<file path="config.mk">
export PLATFORM = sky130hd
export DESIGN_NAME = mem_stage_lsu_flat
export DESIGN_NICKNAME = d
export VERILOG_FILES = /design/src/rtl/mem_stage_lsu_if.sv /design/src/rtl/mem_stage_lsu.sv /design/src/flat_wrapper.sv
export SDC_FILE = /design/constraint.sdc
export NUM_CORES = 1
export LEC_CHECK = 0
export ABC_AREA = 1
export ABC_CLOCK_PERIOD_IN_PS = 1600
export CAP_MARGIN = 10
export CORE_MARGIN = 3
export CORE_UTILIZATION = 40
export DETAILED_ROUTE_END_ITERATION = 6
export PLACE_DENSITY = 0.69
export SLEW_MARGIN = 5
export SYNTH_ARGS = -nofsm -noshare
export SYNTH_HDL_FRONTEND = slang
export SYNTH_SLANG_ARGS = --single-unit
</file>
<file path="constraint.sdc">
create_clock -name clk -period 1.6 [get_ports clk]
set_clock_uncertainty 0.05 [all_clocks]
set_input_delay 0.48 -clock clk [delete_from_list [all_inputs] [get_ports clk]]
set_output_delay 0.48 -clock clk [all_outputs]
set_load 0.005 [all_outputs]
</file>
<file path="src/rtl/mem_stage_lsu_if.sv">
// EX-result, data-memory and MEM/WB signal bundle for the rv32i MEM stage.
// master = surrounding pipeline/memory, slave = the MEM stage itself.
interface mem_stage_lsu_if;
  logic        ex_valid;
  logic        ex_ready;
  logic [6:0]  ex_opcode;
  logic [2:0]  ex_funct3;
  logic [4:0]  ex_rd;
  logic        ex_load_regfile;
  logic [31:0] ex_alu_out;
  logic [31:0] ex_rs2_data;
  logic        dmem_read;
  logic        dmem_write;
  logic [31:0] dmem_address;
  logic [31:0] dmem_wdata;
  logic [3:0]  dmem_wmask;
  logic        dmem_resp;
  logic [31:0] dmem_rdata;
  logic        wb_valid;
  logic [4:0]  wb_rd;
  logic [31:0] wb_data;
  logic        wb_load_regfile;
  logic        wb_misalign;
  logic        wb_bus_err;

  modport master (
    output ex_valid, ex_opcode, ex_funct3, ex_rd, ex_load_regfile, ex_alu_out, ex_rs2_data,
    output dmem_resp, dmem_rdata,
    input  ex_ready, dmem_read, dmem_write, dmem_address, dmem_wdata, dmem_wmask,
    input  wb_valid, wb_rd, wb_data, wb_load_regfile, wb_misalign, wb_bus_err
  );

  modport slave (
    input  ex_valid, ex_opcode, ex_funct3, ex_rd, ex_load_regfile, ex_alu_out, ex_rs2_data,
    input  dmem_resp, dmem_rdata,
    output ex_ready, dmem_read, dmem_write, dmem_address, dmem_wdata, dmem_wmask,
    output wb_valid, wb_rd, wb_data, wb_load_regfile, wb_misalign, wb_bus_err
  );
endinterface

</file>
<file path="src/rtl/mem_stage_lsu.sv">
// rv32i MEM stage: load/store handshake with data memory, byte-lane steering,
// load extension, misalignment trap, access timeout and MEM/WB register.
module mem_stage_lsu #(
  parameter int unsigned TIMEOUT_CYCLES = 255
) (
  input  logic            clk,
  input  logic            rst_n,
  mem_stage_lsu_if.slave  bus
);
  localparam logic [6:0]  OP_LOAD  = 7'b0000011;
  localparam logic [6:0]  OP_STORE = 7'b0100011;
  localparam bit          TO_EN    = (TIMEOUT_CYCLES != 0);
  localparam logic [15:0] TO_LAST  = 16'(TIMEOUT_CYCLES - 1);

  typedef enum logic {IDLE, ACCESS} state_e;

  state_e      state_q, state_d;
  logic        rd_req_q, rd_req_d, wr_req_q, wr_req_d;
  logic [31:0] addr_q, addr_d, wdata_q, wdata_d;
  logic [3:0]  wmask_q, wmask_d;
  logic [15:0] cnt_q, cnt_d;
  // instruction held while the access is outstanding
  logic [2:0]  op_f3_q, op_f3_d;
  logic [1:0]  op_off_q, op_off_d;
  logic [4:0]  op_rd_q, op_rd_d;
  logic        op_lrf_q, op_lrf_d;
  logic [31:0] op_alu_q, op_alu_d;
  logic        wb_valid_q, wb_valid_d, wb_lrf_q, wb_lrf_d;
  logic        wb_mis_q, wb_mis_d, wb_err_q, wb_err_d;
  logic [4:0]  wb_rd_q, wb_rd_d;
  logic [31:0] wb_data_q, wb_data_d;

  logic       is_load, is_store, misalign;
  logic [1:0] off;

  assign is_load  = (bus.ex_opcode == OP_LOAD);
  assign is_store = (bus.ex_opcode == OP_STORE);
  assign off      = bus.ex_alu_out[1:0];
  // funct3[1:0]: 00 byte, 01 half, else word (covers the undefined encodings)
  assign misalign = (bus.ex_funct3[1:0] == 2'b01) ? off[0] :
                    (bus.ex_funct3[1:0] == 2'b00) ? 1'b0 : (off != 2'b00);

  function automatic logic [31:0] load_ext(input logic [2:0] f3, input logic [1:0] o,
                                           input logic [31:0] rdata);
    logic [7:0]  b;
    logic [15:0] h;
    b = rdata[{o, 3'b000} +: 8];
    h = rdata[{o[1], 4'b0000} +: 16];
    case (f3[1:0])
      2'b00:   load_ext = f3[2] ? {24'd0, b} : {{24{b[7]}}, b};
      2'b01:   load_ext = f3[2] ? {16'd0, h} : {{16{h[15]}}, h};
      default: load_ext = rdata;
    endcase
  endfunction

  always_comb begin
    state_d    = state_q;
    rd_req_d   = rd_req_q;
    wr_req_d   = wr_req_q;
    addr_d     = addr_q;
    wdata_d    = wdata_q;
    wmask_d    = wmask_q;
    cnt_d      = cnt_q;
    op_f3_d    = op_f3_q;
    op_off_d   = op_off_q;
    op_rd_d    = op_rd_q;
    op_lrf_d   = op_lrf_q;
    op_alu_d   = op_alu_q;
    wb_valid_d = 1'b0;
    wb_rd_d    = wb_rd_q;
    wb_data_d  = wb_data_q;
    wb_lrf_d   = wb_lrf_q;
    wb_mis_d   = wb_mis_q;
    wb_err_d   = wb_err_q;
    case (state_q)
      IDLE: if (bus.ex_valid) begin
        if ((is_load || is_store) && !misalign) begin
          state_d  = ACCESS;
          rd_req_d = is_load;
          wr_req_d = is_store;
          addr_d   = {bus.ex_alu_out[31:2], 2'b00};
          cnt_d    = '0;
          op_f3_d  = bus.ex_funct3;
          op_off_d = off;
          op_rd_d  = bus.ex_rd;
          op_lrf_d = bus.ex_load_regfile;
          op_alu_d = bus.ex_alu_out;
          wmask_d  = 4'b0000;
          wdata_d  = '0;
          if (is_store) begin
            case (bus.ex_funct3[1:0])
              2'b00: begin
                wmask_d = 4'b0001 << off;
                wdata_d = {4{bus.ex_rs2_data[7:0]}};
              end
              2'b01: begin
                wmask_d = 4'b0011 << {off[1], 1'b0};
                wdata_d = {2{bus.ex_rs2_data[15:0]}};
              end
              default: begin
                wmask_d = 4'b1111;
                wdata_d = bus.ex_rs2_data;
              end
            endcase
          end
        end else begin
          // pass-through ALU result, or a trapped misaligned access
          wb_valid_d = 1'b1;
          wb_rd_d    = bus.ex_rd;
          wb_data_d  = bus.ex_alu_out;
          wb_mis_d   = is_load || is_store;
          wb_err_d   = 1'b0;
          wb_lrf_d   = !(is_load || is_store) && bus.ex_load_regfile && (bus.ex_rd != 5'd0);
        end
      end
      ACCESS: begin
        if (bus.dmem_resp || (TO_EN && cnt_q == TO_LAST)) begin
          state_d    = IDLE;
          rd_req_d   = 1'b0;
          wr_req_d   = 1'b0;
          wb_valid_d = 1'b1;
          wb_rd_d    = op_rd_q;
          wb_mis_d   = 1'b0;
          wb_err_d   = !bus.dmem_resp;
          wb_data_d  = (bus.dmem_resp && rd_req_q) ? load_ext(op_f3_q, op_off_q, bus.dmem_rdata)
                                                   : op_alu_q;
          wb_lrf_d   = bus.dmem_resp && rd_req_q && op_lrf_q && (op_rd_q != 5'd0);
        end else begin
          cnt_d = cnt_q + 16'd1;
        end
      end
      default: state_d = IDLE;
    endcase
  end

  always_ff @(posedge clk) begin
    if (!rst_n) begin
      state_q    <= IDLE;
      rd_req_q   <= 1'b0;
      wr_req_q   <= 1'b0;
      addr_q     <= '0;
      wdata_q    <= '0;
      wmask_q    <= '0;
      cnt_q      <= '0;
      op_f3_q    <= '0;
      op_off_q   <= '0;
      op_rd_q    <= '0;
      op_lrf_q   <= 1'b0;
      op_alu_q   <= '0;
      wb_valid_q <= 1'b0;
      wb_rd_q    <= '0;
      wb_data_q  <= '0;
      wb_lrf_q   <= 1'b0;
      wb_mis_q   <= 1'b0;
      wb_err_q   <= 1'b0;
    end else begin
      state_q    <= state_d;
      rd_req_q   <= rd_req_d;
      wr_req_q   <= wr_req_d;
      addr_q     <= addr_d;
      wdata_q    <= wdata_d;
      wmask_q    <= wmask_d;
      cnt_q      <= cnt_d;
      op_f3_q    <= op_f3_d;
      op_off_q   <= op_off_d;
      op_rd_q    <= op_rd_d;
      op_lrf_q   <= op_lrf_d;
      op_alu_q   <= op_alu_d;
      wb_valid_q <= wb_valid_d;
      wb_rd_q    <= wb_rd_d;
      wb_data_q  <= wb_data_d;
      wb_lrf_q   <= wb_lrf_d;
      wb_mis_q   <= wb_mis_d;
      wb_err_q   <= wb_err_d;
    end
  end

  assign bus.ex_ready        = (state_q == IDLE);
  assign bus.dmem_read       = rd_req_q;
  assign bus.dmem_write      = wr_req_q;
  assign bus.dmem_address    = addr_q;
  assign bus.dmem_wdata      = wdata_q;
  assign bus.dmem_wmask      = wmask_q;
  assign bus.wb_valid        = wb_valid_q;
  assign bus.wb_rd           = wb_rd_q;
  assign bus.wb_data         = wb_data_q;
  assign bus.wb_load_regfile = wb_lrf_q;
  assign bus.wb_misalign     = wb_mis_q;
  assign bus.wb_bus_err      = wb_err_q;
endmodule

</file>
<file path="src/flat_wrapper.sv">
// flat-port wrapper written by rule: the top's interface ports become plain ports
module mem_stage_lsu_flat 
#(
  parameter int unsigned TIMEOUT_CYCLES = 255
)
  (clk, rst_n, bus_ex_valid, bus_ex_opcode, bus_ex_funct3, bus_ex_rd, bus_ex_load_regfile, bus_ex_alu_out, bus_ex_rs2_data, bus_dmem_resp, bus_dmem_rdata, bus_ex_ready, bus_dmem_read, bus_dmem_write, bus_dmem_address, bus_dmem_wdata, bus_dmem_wmask, bus_wb_valid, bus_wb_rd, bus_wb_data, bus_wb_load_regfile, bus_wb_misalign, bus_wb_bus_err);
  mem_stage_lsu_if bus_i ();
  input  logic clk;
  input  logic rst_n;
  input wire logic [$bits(bus_i.ex_valid)-1:0] bus_ex_valid;
  input wire logic [$bits(bus_i.ex_opcode)-1:0] bus_ex_opcode;
  input wire logic [$bits(bus_i.ex_funct3)-1:0] bus_ex_funct3;
  input wire logic [$bits(bus_i.ex_rd)-1:0] bus_ex_rd;
  input wire logic [$bits(bus_i.ex_load_regfile)-1:0] bus_ex_load_regfile;
  input wire logic [$bits(bus_i.ex_alu_out)-1:0] bus_ex_alu_out;
  input wire logic [$bits(bus_i.ex_rs2_data)-1:0] bus_ex_rs2_data;
  input wire logic [$bits(bus_i.dmem_resp)-1:0] bus_dmem_resp;
  input wire logic [$bits(bus_i.dmem_rdata)-1:0] bus_dmem_rdata;
  output wire logic [$bits(bus_i.ex_ready)-1:0] bus_ex_ready;
  output wire logic [$bits(bus_i.dmem_read)-1:0] bus_dmem_read;
  output wire logic [$bits(bus_i.dmem_write)-1:0] bus_dmem_write;
  output wire logic [$bits(bus_i.dmem_address)-1:0] bus_dmem_address;
  output wire logic [$bits(bus_i.dmem_wdata)-1:0] bus_dmem_wdata;
  output wire logic [$bits(bus_i.dmem_wmask)-1:0] bus_dmem_wmask;
  output wire logic [$bits(bus_i.wb_valid)-1:0] bus_wb_valid;
  output wire logic [$bits(bus_i.wb_rd)-1:0] bus_wb_rd;
  output wire logic [$bits(bus_i.wb_data)-1:0] bus_wb_data;
  output wire logic [$bits(bus_i.wb_load_regfile)-1:0] bus_wb_load_regfile;
  output wire logic [$bits(bus_i.wb_misalign)-1:0] bus_wb_misalign;
  output wire logic [$bits(bus_i.wb_bus_err)-1:0] bus_wb_bus_err;
  assign bus_i.ex_valid = bus_ex_valid;
  assign bus_i.ex_opcode = bus_ex_opcode;
  assign bus_i.ex_funct3 = bus_ex_funct3;
  assign bus_i.ex_rd = bus_ex_rd;
  assign bus_i.ex_load_regfile = bus_ex_load_regfile;
  assign bus_i.ex_alu_out = bus_ex_alu_out;
  assign bus_i.ex_rs2_data = bus_ex_rs2_data;
  assign bus_i.dmem_resp = bus_dmem_resp;
  assign bus_i.dmem_rdata = bus_dmem_rdata;
  assign bus_ex_ready = bus_i.ex_ready;
  assign bus_dmem_read = bus_i.dmem_read;
  assign bus_dmem_write = bus_i.dmem_write;
  assign bus_dmem_address = bus_i.dmem_address;
  assign bus_dmem_wdata = bus_i.dmem_wdata;
  assign bus_dmem_wmask = bus_i.dmem_wmask;
  assign bus_wb_valid = bus_i.wb_valid;
  assign bus_wb_rd = bus_i.wb_rd;
  assign bus_wb_data = bus_i.wb_data;
  assign bus_wb_load_regfile = bus_i.wb_load_regfile;
  assign bus_wb_misalign = bus_i.wb_misalign;
  assign bus_wb_bus_err = bus_i.wb_bus_err;
  mem_stage_lsu #(.TIMEOUT_CYCLES(TIMEOUT_CYCLES)) u_core (.clk(clk), .rst_n(rst_n), .bus(bus_i));
endmodule
</file>
# Yosys cells after proc, flatten, opt, wreduce, memory -nomap -nowiden
# Index checks and enable logic that the tools add are counted.
# Widths: inputs -> output; s select.
# classes
add_sub_neg,1
n_eq_ne,10
shifts,4
muxes,48
bitwise,1
n_reduce_logical,20
# op_table
operator,count
$mux 32,7
$pmux 32 s2,3
$mux 16,3
$pmux 16 s2,1
$shiftx 32x6->16,1
$shiftx 32x6->8,1
$mux 1,21
$add 16x1->16 const B,1
$eq 16x8->1 const B,1
$mux 5,3
$pmux 1 s2,7
$reduce_and 3->1,4
$pmux 5 s2,1
$reduce_bool 5->1,2
$ne 2x2->1 const B,4
$pmux 4 s2,1
$eq 7x2->1 const B,1
$eq 7x6->1 const B,1
$logic_and 1x1->1,6
$eq 2x1->1 const B,2
$logic_not 2->1,2
$mux 4,1
$shl 1x2->4 const A,1
$shl 2x2->4 const A,1
5 further kinds,8
# word_totals
register_bits,169
output_inout_bits,112

# Depth between registers and ports, before layout
# Gate-level depths: netlist of run 1.
# logic_depth
depth_word,8
depth_mapped,13

# Worst setup path after synthesis of run 1
# OpenSTA, ideal clock, no wires.
# synth_timing
kind,input to register
startpoint,input port bus_ex_funct3[1]
endpoint,register u_core.op_rd_q[2]
setup_time_ns,0.129
t_arrival_ns,1.481
t_required_ns,1.421
setup_slack_ns,-0.060
cell_stages,12
cell_sequence,buf_6 inv_6 nand2_8 nand2_2 nand2_4 nor2_8 nand2_8 nand2_4 inv_2 buf_6 nand2_1 o31ai_1
# synth_via
elab_chain_cells,6
word_cells_on_any_way,7
cone_classes,eq/ne: 1; mux: 2; reduce/logical: 4
# synth_lines
item,line,source
from (decl),flat_wrapper.sv:12,input wire logic [$bits(bus_i.ex_funct3)-1:0] bus_ex_funct3;
$logic_not 2->1,mem_stage_lsu.sv:41,(bus.ex_funct3[1:0] == 2'b00) ? 1'b0 : (off != 2'b00);
$mux 1,mem_stage_lsu.sv:41,
$mux 1 *,mem_stage_lsu.sv:40,assign misalign = (bus.ex_funct3[1:0] == 2'b01) ? off[0] :
$logic_not 1->1 *,mem_stage_lsu.sv:77,if ((is_load || is_store) && !misalign) begin
$logic_and 1x1->1 *,mem_stage_lsu.sv:77,
$reduce_and 3->1 (no source line) *,--,
to (signal assigned),mem_stage_lsu.sv:166,op_rd_q <= op_rd_d;
to (decl),mem_stage_lsu.sv:25,"logic [4:0] op_rd_q, op_rd_d;"
# Every way passes the cells marked *; elsewhere a longest branch is shown, timed or not.
# A chain may end at the register's enable or synchronous reset.

# Worst setup path after layout of run 1
# layout_timing
startpoint,input port bus_ex_funct3[1]
endpoint,register u_core.cnt_q[11]
# layout_via
elab_chain_cells,7
word_cells_on_any_way,8
cone_classes,eq/ne: 2; mux: 2; reduce/logical: 4
# layout_lines
item,line,source
$logic_not 2->1,mem_stage_lsu.sv:41,
$mux 1,mem_stage_lsu.sv:41,
$mux 1 *,mem_stage_lsu.sv:40,
$logic_not 1->1 *,mem_stage_lsu.sv:77,
$logic_and 1x1->1 *,mem_stage_lsu.sv:77,
$ne 2x1->1 (no source line) *,--,
$reduce_and 3->1 (no source line) *,--,
to (signal assigned),mem_stage_lsu.sv:163,cnt_q <= cnt_d;
to (decl),mem_stage_lsu.sv:21,"logic [15:0] cnt_q, cnt_d;"
# Marks and branches as above.

==> results of run 1 <==
## repair_timing
item,CTS,global route
setup endpoints to repair,246,131
buffers inserted,9,8
cloned,1,7
pin swaps,11,33
resized for setup,188,138
## metrics by stage
| step | area (um2) | util, % | TNS (ns) |
|---|---|---|---|
| 2_1_floorplan | 7340 | - | -0.5820 |
| 3_3_place_gp | 10130 | 57.74 | -76.49 |
| 3_5_place_dp | 10130 | 57.74 | -80.95 |
| 4_1_cts | 10810 | 61.65 | -0.02416 |
| 5_1_grt | 11240 | 64.12 | -0.3962 |
| 6_report | 11250 | 64.13 | 0 |
## state kept, by name (all words and copies together) (netlist names)
name and count:
u_core.bus.wb_data 32, u_core.bus.dmem_address 1, u_core.bus.dmem_wmask 4, u_core.bus.dmem_write 1, u_core.bus.dmem_read 1, u_core.bus.wb_load_regfile 1
u_core.op_rd_q 5, u_core.bus.wb_misalign 1, u_core.bus.wb_valid 1, u_core.bus.wb_bus_err 1, u_core.bus.dmem_wdata 32, u_core.op_f3_q 3
u_core.op_alu_q 31, u_core.state_q 1, u_core.cnt_q 16, u_core.bus.wb_rd 5, u_core.op_lrf_q 1
## Yosys cell counts, drive strengths merged
cell and count:
clkbuf 25, inv 74, nand3 76, buf 71, a22oi 1, o22ai 9
o21a 1, o31ai 3, conb 1, o21ai 141, clkinv 1, o211ai 2
dfxtp 137, nor3 6, nand3b 3, nand4 1, ha 2, xor2 6
nor2 100, nand2 267, or2 4, a21oi 126
## power by group through the flow
| stage | Clock (uW) | Sequential (uW) | Combinational (uW) |
|---|---|---|---|
| floorplan | 0 | 3600 | 387 |
| detailed placement | 0 | 3600 | 1030 |
| global placement | 0 | 3600 | 1020 |
| global route | 4230 | 3540 | 1180 |
| finish | 4030 | 3530 | 1100 |
| CTS | 4070 | 3520 | 1010 |
## cell type report
| cell class | count | area share (%) |
|---|---|---|
| diodes | 1 | 0.02225 |
| clock buffers | 17 | 3.782 |
| clock inverters | 15 | 1.480 |
| inverters | 75 | 2.993 |
| multi-input cells | 752 | 35.21 |
| flip-flops and latches | 137 | 24.75 |
| well taps | 225 | 2.503 |
| repair buffers | 342 | 29.18 |
| repair inverters | 1 | 0.07787 |
## per-layer routing
layer	routed length, um	up-vias	track usage (%)
met5	20	-	0
met4	650	2	6.884
met3	2311	60	6.106
met2	12940	396	42.06
met1	10850	3770	32.04
li1	-	3984	-
## cell usage in the layout, fill, tap and decap left out, types with 3 or more instances in the layout
cell / n
sky130_fd_sc_hd__clkbuf_16: 21
sky130_fd_sc_hd__buf_12: 15
sky130_fd_sc_hd__clkdlybuf4s50_1: 99
sky130_fd_sc_hd__clkbuf_2: 9
sky130_fd_sc_hd__dfxtp_2: 30
sky130_fd_sc_hd__dlymetal6s2s_1: 3
sky130_fd_sc_hd__a21oi_2: 12
sky130_fd_sc_hd__clkinv_4: 4
sky130_fd_sc_hd__o21ai_1: 50
sky130_fd_sc_hd__nand3b_1: 3
sky130_fd_sc_hd__nor3_1: 5
sky130_fd_sc_hd__clkdlybuf4s15_1: 9
sky130_fd_sc_hd__a21oi_1: 114
sky130_fd_sc_hd__nor2_1: 83
sky130_fd_sc_hd__inv_2: 10
sky130_fd_sc_hd__xor2_1: 6
sky130_fd_sc_hd__nand2_2: 24
sky130_fd_sc_hd__inv_1: 59
sky130_fd_sc_hd__nand2_1: 230
sky130_fd_sc_hd__nor2_4: 6
sky130_fd_sc_hd__nor2_8: 3
sky130_fd_sc_hd__inv_6: 7
sky130_fd_sc_hd__o31ai_2: 3
sky130_fd_sc_hd__buf_6: 5
sky130_fd_sc_hd__nor2_2: 8
sky130_fd_sc_hd__dlygate4sd2_1: 104
sky130_fd_sc_hd__buf_4: 90
sky130_fd_sc_hd__o21ai_0: 58
sky130_fd_sc_hd__o22ai_1: 9
sky130_fd_sc_hd__nand2_4: 10
sky130_fd_sc_hd__dfxtp_1: 106
sky130_fd_sc_hd__nand3_1: 73
sky130_fd_sc_hd__o21ai_2: 32
sky130_fd_sc_hd__nand2_8: 5
## final timing paths
kind                                            endpoint  slack [ns]  cells after the start
worst max-delay path                    u_core.cnt_q[11]        0.01                     12
worst min-delay path            u_core.bus.dmem_wdata[0]        0.41                      2
worst max register to register       u_core.bus.wb_rd[2]        0.03                     11
worst min register to register  u_core.bus.dmem_wdata[0]        0.41                      2
## logic make-up (layout without fill, tap and decap cells)
logic type,count (synthesis),in the layout
AOI/OAI and AO/OA,283,283
xor gates and xnor gates,6,6
adders and majority gates,2,2
buffers and inverters,171,450
DFF,137,137
other,1,3
and+or+nand+nor,457,459
## critical path, cell delays in order
cell	delay (ns)
sky130_fd_sc_hd__dlygate4sd2_1	0.24
sky130_fd_sc_hd__buf_6	0.13
sky130_fd_sc_hd__nand2_2	0.05
sky130_fd_sc_hd__nand2_2	0.06
sky130_fd_sc_hd__nand2_4	0.07
sky130_fd_sc_hd__nand2_4	0.07
sky130_fd_sc_hd__nor2_8	0.15
sky130_fd_sc_hd__nand2_8	0.12
sky130_fd_sc_hd__buf_4	0.17
sky130_fd_sc_hd__nand2_4	0.09
sky130_fd_sc_hd__nand2_1	0.08
sky130_fd_sc_hd__a21oi_1	0.17
==> impl_metrics.xml, run 1 <==
<?xml version="1.0" encoding="UTF-8"?>
<metrics>
  <group name="clock_network">
    <metric name="cts_max_level" unit="">4</metric>
    <metric name="cts_buffers" unit="">17</metric>
    <metric name="cts.root.buffer_cell" unit="">sky130_fd_sc_hd__clkbuf_16</metric>
    <metric name="numClockSinks" unit="">137</metric>
    <metric name="cts-root-to-sink-buffers" unit="">2</metric>
    <metric name="cts_tree" unit="">built</metric>
    <metric name="clock_latency" unit="ns">0.43</metric>
    <metric name="clk_pin_slew" unit="ns">0.06</metric>
    <metric name="postCtsHoldBufs" unit="">0</metric>
  </group>
  <group name="finish">
    <metric name="num-nets-final" unit="">1444</metric>
    <metric name="area.sequential" unit="um2">2784</metric>
    <metric name="syn_to_final_growth" unit="%">54.93</metric>
    <metric name="fillerInstances" unit="">1562</metric>
    <metric name="finish.cell_count_without_fillers" unit="">1565</metric>
    <metric name="layout-drive-gt1-share" unit="%">23.82</metric>
    <metric name="multiInputGateArea" unit="um2">3960</metric>
  </group>
  <group name="grt">
    <metric name="global_router_s_overall_resource_usage" unit="%">25.00</metric>
    <metric name="antenna_found_initial" unit="">1</metric>
    <metric name="grt_remaining_overflow" unit="">0</metric>
    <metric name="vias_in_the_first_global_route" unit="">7599</metric>
    <metric name="grt_start_max_net_pins" unit="">55</metric>
    <metric name="grt_pass1_wl" unit="um">39830</metric>
  </group>
  <group name="synthesis">
    <metric name="synthAdderAreaFrac" unit="%">0.3447</metric>
    <metric name="synth.top_cell.area_share" unit="%">37.78</metric>
    <metric name="synth_seq_area_share" unit="%">37.78</metric>
    <metric name="simple_logic_cell_fraction_of_the_synthesized_area" unit="%">27.56</metric>
    <metric name="synth_top_family_by_area" unit="">simple AND/OR/NAND/NOR gates</metric>
    <metric name="ys_top_cells_by_area" unit="">sky130_fd_sc_hd__dfxtp_1 38%, sky130_fd_sc_hd__nand2_1 13%, sky130_fd_sc_hd__a21oi_1 8.7%</metric>
    <metric name="synthMuxAreaShare" unit="%">0</metric>
    <metric name="postSynthCellCount" unit="">1057</metric>
    <metric name="synth_area" unit="um2">7259</metric>
    <metric name="synth_area_leader_cell" unit="">sky130_fd_sc_hd__dfxtp_1</metric>
    <metric name="avgSynthCellArea" unit="um2">6.868</metric>
    <metric name="seq_cells_post_synth" unit="">137</metric>
    <metric name="synth_compound_area_share" unit="%">20.89</metric>
    <metric name="yosys.cell_types.count" unit="">39</metric>
    <metric name="xor_and_xnor_area_share_after_synthesis" unit="%">0.7239</metric>
    <metric name="yosys_warnings" unit="">0</metric>
  </group>
  <group name="sta">
    <metric name="setup-violations-final" unit="">0</metric>
    <metric name="setup_slack" unit="ns">0.01447</metric>
    <metric name="final.hold.worst_slack" unit="ns">0.4066</metric>
    <metric name="layout_min_cycle_time" unit="ns">1.586</metric>
    <metric name="rsz0062_at_grt" unit="">yes</metric>
    <metric name="maximum_clock_rate" unit="GHz">0.6307</metric>
    <metric name="slew_violations" unit="">0</metric>
    <metric name="timing.final.crit_share" unit="%">99.10</metric>
    <metric name="hold_violations" unit="">0</metric>
  </group>
  <group name="setup_path">
    <metric name="criticalPathCategory" unit="">input port to flop</metric>
    <metric name="cp-end-kind" unit="">flop</metric>
    <metric name="worst_ep_required_time" unit="ns">1.90</metric>
    <metric name="timing.critical_path.fanout_max" unit="">8</metric>
    <metric name="startpoint_of_the_most_critical_setup_path" unit="">bus_ex_funct3[1]</metric>
    <metric name="worstSetupStartpointType" unit="">input port</metric>
    <metric name="critPathArrivalTime" unit="ns">1.88</metric>
    <metric name="rr_startpoint" unit="">u_core.cnt_q[5]</metric>
  </group>
  <group name="placement">
    <metric name="placedCellCount" unit="">1509</metric>
    <metric name="pre_cts_setup_slack" unit="ns">-0.6721</metric>
    <metric name="place.port_buffers" unit="">225</metric>
    <metric name="detailedPlacementHpwl" unit="um">18280</metric>
    <metric name="finalWeightedCongestion" unit="">0.9166</metric>
  </group>
  <group name="floorplan">
    <metric name="core-area" unit="um2">17540</metric>
    <metric name="starting_density_of_the_core" unit="%">41.40</metric>
    <metric name="die_h" unit="um">140.7</metric>
    <metric name="ios" unit="">228</metric>
    <metric name="rows" unit="">48</metric>
    <metric name="die_area" unit="um2">19800</metric>
    <metric name="die_width" unit="um">140.7</metric>
  </group>
  <group name="power_and_ir_drop">
    <metric name="part_of_the_power_in_combinational_logic" unit="%">12.8</metric>
    <metric name="clock_power_share" unit="%">46.5</metric>
    <metric name="power_density" unit="nW/um2">770.0</metric>
    <metric name="sequential_power_share" unit="%">40.7</metric>
    <metric name="swShare" unit="%">26.22</metric>
    <metric name="p_int" unit="uW">6389</metric>
    <metric name="netSwitchingPower" unit="uW">2271</metric>
    <metric name="peakVddDrop" unit="mV">0.7683</metric>
    <metric name="design_power_total" unit="uW">8661</metric>
    <metric name="leakage" unit="uW">0.004939</metric>
  </group>
  <group name="detailed_routing">
    <metric name="detail_route.wirelength" unit="um">26770</metric>
    <metric name="via_count" unit="">8212</metric>
    <metric name="avgViaCountPerCell" unit="">5.247</metric>
    <metric name="number_of_nets_with_antenna_violations_after_routing" unit="">0</metric>
    <metric name="remaining_drc_errors" unit="">0</metric>
    <metric name="first_iter_violations" unit="">736</metric>
    <metric name="drt_first_pass_iters" unit="">6</metric>
    <metric name="wl_per_cell" unit="um">17.11</metric>
  </group>
  <group name="job">
    <metric name="max_cap_viol_count" unit="">0</metric>
  </group>
  <group name="worst_hold_path">
    <metric name="hold_class" unit="">flop to flop</metric>
    <metric name="hold_path.startpoint" unit="">u_core.bus.dmem_wdata[0]</metric>
  </group>
  <group name="status">
    <metric name="outcome" unit="">finished clean</metric>
  </group>
</metrics>
(Power assumes the default switching activity.)
==> run 2: changes to the inputs <==
--- a/config.mk
+++ b/config.mk
@@ -7,7 +7,6 @@
 export LEC_CHECK = 0
 export ABC_AREA = 1
 export ABC_CLOCK_PERIOD_IN_PS = 1600
-export CAP_MARGIN = 10
 export CORE_MARGIN = 3
 export CORE_UTILIZATION = 40
 export DETAILED_ROUTE_END_ITERATION = 6
==> results of run 2 <==
No change in the layout: final DEF, timing and power equal those of run 1.
==> run 3: changes to the inputs <==
--- a/config.mk
+++ b/config.mk
@@ -11,7 +11,7 @@
 export CORE_UTILIZATION = 40
 export DETAILED_ROUTE_END_ITERATION = 6
 export PLACE_DENSITY = 0.69
-export SLEW_MARGIN = 5
+export SLEW_MARGIN = 20
 export SYNTH_ARGS = -nofsm -noshare
 export SYNTH_HDL_FRONTEND = slang
 export SYNTH_SLANG_ARGS = --single-unit
==> results of run 3 <==
No change in the layout: final DEF, timing and power equal those of run 1.
